**src/rtl/piso_stream_tx.sv**
```systemverilog
// piso_stream_tx: valid/ready parallel-in serial-out transmitter with a one-word holding buffer
module piso_stream_tx #(
  parameter int WIDTH     = 4,
  parameter bit LSB_FIRST = 1
) (
  input  logic             clk,
  input  logic             rst_n,
  input  logic [WIDTH-1:0] in_data,
  input  logic             in_valid,
  output logic             in_ready,
  output logic             so,
  output logic             so_valid,
  output logic             so_last,
  output logic             busy
);
  localparam int CW = $clog2(WIDTH);
  localparam logic [CW-1:0] LAST = CW'(WIDTH - 1);
  logic [WIDTH-1:0] shreg, hold_data;
  logic [CW-1:0] bitcnt;
  logic hold_full, active, at_last, load_now, accept;
  // Load/handshake decode; the buffer may be refilled on the same edge it empties into the shifter
  always_comb begin
    at_last  = active && (bitcnt == LAST);
    load_now = hold_full && (!active || at_last);
    in_ready = rst_n && (!hold_full || load_now);
    accept   = in_valid && in_ready;
    so       = active && (LSB_FIRST ? shreg[0] : shreg[WIDTH-1]);
    so_valid = active;
    so_last  = at_last;
    busy     = active || hold_full;
  end
  // Holding buffer: captures every accepted word, drains into the shifter on load
  always_ff @(posedge clk or negedge rst_n) begin
    if (!rst_n) begin
      hold_data <= '0;
      hold_full <= 1'b0;
    end else begin
      if (accept) hold_data <= in_data;
      hold_full <= accept ? 1'b1 : (load_now ? 1'b0 : hold_full);
    end
  end
  // Shifter: loads from the buffer, shifts toward the output end, idles when nothing follows
  always_ff @(posedge clk or negedge rst_n) begin
    if (!rst_n) begin
      shreg  <= '0;
      bitcnt <= '0;
      active <= 1'b0;
    end else if (load_now) begin
      shreg  <= hold_data;
      bitcnt <= '0;
      active <= 1'b1;
    end else if (active) begin
      if (!at_last) begin
        shreg  <= LSB_FIRST ? {1'b0, shreg[WIDTH-1:1]} : {shreg[WIDTH-2:0], 1'b0};
        bitcnt <= bitcnt + 1'b1;
      end else begin
        shreg  <= '0;
        bitcnt <= '0;
        active <= 1'b0;
      end
    end
  end
endmodule

```
**config.mk**
```make
export PLATFORM = sky130hd
export DESIGN_NAME = piso_stream_tx
export DESIGN_NICKNAME = d
export VERILOG_FILES = /design/src/rtl/piso_stream_tx.sv
export SDC_FILE = /design/constraint.sdc
export NUM_CORES = 1
export LEC_CHECK = 0
export BUFFER_PORTS_ARGS = -buffer_cell sky130_fd_sc_hd__buf_2
export CORE_AREA = 2 2 39 41
export DETAILED_ROUTE_END_ITERATION = 12
export DIE_AREA = 0 0 41 43
export GPL_TIMING_DRIVEN = 0
export PLACE_DENSITY = 0.64
export SLEW_MARGIN = 20
export SYNTH_ARGS = -nofsm -noshare
export SYNTH_HDL_FRONTEND = slang
export SYNTH_SLANG_ARGS = --single-unit
export TNS_END_PERCENT = 5
```
**constraint.sdc**
```tcl
create_clock -name clk -period 3.19 [get_ports clk]
set_input_delay 0.319 -clock clk [delete_from_list [all_inputs] [get_ports clk]]
set_output_delay 0.319 -clock clk [all_outputs]
set_load 0.03 [all_outputs]
```
# Yosys cells after proc, flatten, opt, wreduce, memory -nomap -nowiden
# Cells that the tools add are included.
# W data, S select, Z words.
[op_classes]
addsub = 1
n_eq_ne = 1
mux = 11
n_reduce_logical = 12
[ops]
columns = ["operator", "n"]
rows = [
  ["$mux W4", 2],
  ["$mux W2", 3],
  ["$logic_and A1 B1 Y1", 5],
  ["$mux W1", 5],
  ["$reduce_bool A2 Y1", 2],
  ["$logic_or A1 B1 Y1", 3],
  ["$mux W3", 1],
  ["$add A2 B1 Y2 const B", 1],
  ["$eq A2 B2 Y1 const B", 1],
  ["$logic_not A1 Y1", 2],
]
[totals]
reg_bits = 12

# Longest topological paths before layout
[logic_depth]
depth_word = 8
depth_mapped = 4
depth_no_buf = 4

# Worst setup path after synthesis
# OpenSTA, ideal clock, no wires.
[synth_path]
path_kind = "register -> output"
startpoint = "register active, in the netlist so_valid"
endpoint = "output in_ready"
t_arrival_ns = 1.215
path_slack_ns = 1.656
stages_incl_launch_ff = 4
path_cell_list = "dfrtp_1 -> nor2b_4 -> nand2_1 -> and2_1"
[synth_via]
elab_chain_len = 5
[synth_rtl]
columns = ["item", "line", "text"]
rows = [
  ["start: declaration", "20", "logic hold_full, active, at_last, load_now, accept;"],
  ["start signal: assignment", "47", "active <= 1'b0;"],
  ["start signal: assignment", "51", "active <= 1'b1;"],
  ["start signal: assignment", "59", "active <= 1'b0;"],
  ["$logic_not A1 Y1 / $logic_and A1 B1 Y1 (equally long branches)", "24, 23", ""],
  ["$logic_or A1 B1 Y1 *", "24", "load_now = hold_full && (!active || at_last);"],
  ["$logic_and A1 B1 Y1 *", "24", ""],
  ["$logic_or A1 B1 Y1 *", "25", "in_ready = rst_n && (!hold_full || load_now);"],
  ["$logic_and A1 B1 Y1 *", "25", ""],
  ["end: declaration", "10", "output logic in_ready,"],
]
# Every way passes the cells marked *; elsewhere a longest branch is shown, timed or not.

# Final worst setup path
[layout_path]
startpoint = "register bitcnt[0]"
endpoint = "output in_ready"
[layout_via]
elab_chain_len = 6
[layout_rtl]
columns = ["item", "line", "text"]
rows = [
  ["start: declaration", "19", "logic [CW-1:0] bitcnt;"],
  ["start signal: assignment", "55", "bitcnt <= bitcnt + 1'b1;"],
  ["$eq A2 B2 Y1", "23", "at_last = active && (bitcnt == LAST);"],
  ["$logic_and A1 B1 Y1", "23", ""],
  ["$logic_or A1 B1 Y1", "24", ""],
  ["$logic_and A1 B1 Y1", "24", ""],
  ["$logic_or A1 B1 Y1", "25", ""],
  ["$logic_and A1 B1 Y1", "25", ""],
]
# No other way between the ends.

==> impl_results.md <==
* Pre-Repair DR Iteration Count at 4
* Initial antenna violation count at 0
* Syn nets at 52
* Share of cells above drive strength 1 at 39.0%
* Sequential share of power at 40.2%
* Slew Limit Fails at 0
* Clock buffer depth at 2
* Final Util at 48.8%
* Layout Cells excl Fill at 75
* Worst EP required at 2870 ps
* Pin count of the biggest net entering global routing at 15
* Sequential share of the synthesized area at 52.9%
* Setup TNS at 0 ps
* CP max stage delay at 390 ps
* GR Layer Usage met1 at 18.9%
* GR Util met2 at 17.5%
* WHS Path Cells at 2
* H-tree depth at 1
* Routed Antenna Nets at 0
* Average cell area after synthesis at 12.9 um2
* Postcts setup bufs at 0
* Cell taking the most area after synthesis: dfrtp_1
* Cell count after synthesis at 44
* Yosys cell types at 17
* MaxCap Viol Count at 0
* M3 GR Usage at 7.85%
* Core ar. at 1380 um2
* Peak Freq at 512 MHz
* Most frequent cells in the layout: buf_2 (12), dfrtp_1 (12)
* Crit path DAT at 1630 ps
* Worst Reg-to-Reg Cells at 4
* Detailed Place HPWL at 685 um
* Cell count after placement at 71
* # DRC at 0
* Post-route minimum period at 1950 ps
* Antenna cell count at 0
* Die W at 41 um
* Drt total wl at 954 um
* Worst vdd ir at 0.473 mV
* Detailed Route Iter0 Violations at 7
* Global-route wire length before repair at 1.59 mm
* Critical-path maximum fanout at 7
* CTS sink count at 12
* Pint at 430 uW
* Pwr Density at 1060 nW/um2
* Delay-heaviest family, CP: simple AND/OR/NAND/NOR gates
* Top cell type's share of synthesized area at 52.9%
* Rows at 14
* Vias at 398
* Fin crit share at 61.2%
* Global route hottest layer: met1
* Max Clock Skew at 2.33 ps
* Synth Register Bits at 12
* Layout Nets at 69
* Relative slew slack at 79.3%
* Mean number of vias per cell at 5.31
* Clk root buf: clkbuf_4
* Die area at 1760 um2
* YS warnings at 0
* Status: finished, final reports clean
* Crit-path cells: ha_1, nor2b_4, nand2_1, and2_1, buf_2
* Worst-path clk slew at 70 ps
* LEAKAGE at 0.000324 uW
* Comb power frac at 47.6%
* Clock Latency Late Sink at 260 ps
* PortBufs at 11
* Num CTS Buffers at 3
* Post-Syn Area at 568 um2
* Synth area leaders: dfrtp_1 (53%), mux2_4 (11%), mux2i_1 (7.0%)
* Crit Path Class: flip-flop to output pin
* # setup viols final at 0
* Startpoint types: flip-flop
* Switch share at 39.8%
* Worst setup EP type: output pin
* Number of global-route vias before repair at 336
* RSZ-0062 raised after global routing: false
* Worst path bufs/invs at 1
* Routed len/inst at 12.7 um
* Area growth syn-to-layout at 18.9%
* FILL cells at 129
* RD Place Congestion at 0.688
* Die H at 43 um
* Worst min path class: input pin to flip-flop
* Worst-Margin Slew at 310 ps
* Critical path's slowest cell: dfrtp_1
* Grt total ovfl at 0
* Clock Power Share at 12.2%
* All-Layer GR Usage at 14.5%
* Final hold vios at 0
* Top Ports at 12
* WP depth at 5
* CTS tree: done
* CTS resizes at 0
* Initial Util at 41.0%
* Net switching power figure at 284 uW
-- cells by family (layout without fill, tap and decap cells) --
| kind of cell | count (synthesis) | count (layout) | synth area share [%] |
|---|---|---|---|
| buffers and inverters | 2 | 17 | 1.54 |
| flip-flops | 12 | 12 | 52.9 |
| AND/OR/NAND/NOR | 11 | 11 | 11.0 |
| adder cells (fa/ha/maj) | 1 | 1 | 2.20 |
| AO/OA/AOI/OAI | 9 | 9 | 12.8 |
| multiplexers | 9 | 9 | 19.6 |
-- cell usage after synthesis --
| cell type | count |
|---|---|
| a21oi_4 | 1 |
| a32o_1 | 1 |
| a32oi_1 | 3 |
| and2_1 | 3 |
| buf_2 | 1 |
| dfrtp_1 | 12 |
| ha_1 | 1 |
| inv_1 | 1 |
| mux2_2 | 1 |
| mux2_4 | 4 |
| mux2i_1 | 4 |
| nand2_1 | 4 |
| nand3_1 | 1 |
| nor2_1 | 1 |
| nor2b_4 | 1 |
| o21ai_0 | 4 |
| or2_2 | 1 |
-- layer usage --
metal  vias up  wire, um  part of all wire (%)
met5         -         0                     0
met4         0        24                   2.5
met3         5        42                   4.4
met2         7       445                    47
met1       194       441                    46
li1        192         -                     -
-- area by class of cell --
cell class                      instances  area (um2)  share of cell area [%]
Buffer                                  1        5.00                   0.741
Inverter                                1        3.75                   0.556
Tap cell                               16        20.0                    2.96
Sequential cell                        12         300                    44.4
Clock buffer                            3        22.5                    3.33
Multi-Input combinational cell         30         259                    38.3
Timing Repair Buffer                   12        65.1                    9.63
-- final timing paths --
path                                                 end  slack (ps)                  start
worst max-delay path                            in_ready        1240  bitcnt[0]$_DFFE_PN0P_
worst min-delay path            hold_data[1]$_DFFE_PN0P_         280             in_data[1]
worst max register to register  hold_data[2]$_DFFE_PN0P_        1670  bitcnt[0]$_DFFE_PN0P_
worst min register to register      shreg[2]$_DFFE_PN0P_         500   shreg[3]$_DFFE_PN0P_
max in group asynchronous       hold_data[2]$_DFFE_PN0P_        2500                  rst_n
min in group asynchronous       hold_data[1]$_DFFE_PN0P_         470                  rst_n
-- power by group through the flow --
| stage | clock network (uW) | registers (uW) | logic (uW) |
|---|---|---|---|
| 6_report | 87.1 | 287 | 340 |
| 5_1_grt | 101 | 298 | 371 |
| 3_5_place_dp | 0 | 291 | 343 |
| 2_1_floorplan | 0 | 285 | 268 |
| 4_1_cts | 92.0 | 288 | 346 |
| 3_3_place_gp | 0 | 288 | 336 |
-- state kept, by name, indices dropped and copies added, names as in the netlist --
name and flops:
hold_data 4, so_valid 1, hold_full 1, shreg 4
bitcnt 2
-- worst reg2reg max path: stages, from the launching register on --
cell,delay [ps]
dfrtp_1,360
ha_1,340
nor2b_4,120
a21oi_4,260
mux2_4,330
-- timing repair --
item | 4_1_cts | 5_1_grt
hold endpoints to repair | 12 | 0
hold buffers | 1 | 0
endpoints found under the setup margin | 0 | 0
-- stage by stage --
stage	hold slack, ps	area [um2]	setup slack, ps	power, uW
after CTS	274	676	1210	725
after detailed placement	223	643	1510	634
after floorplan	23.4	568	1660	553
after global routing	261	676	1130	771
after global placement	223	643	1530	624
final	281	676	1240	714
Power figures use the tool's default switching activity.
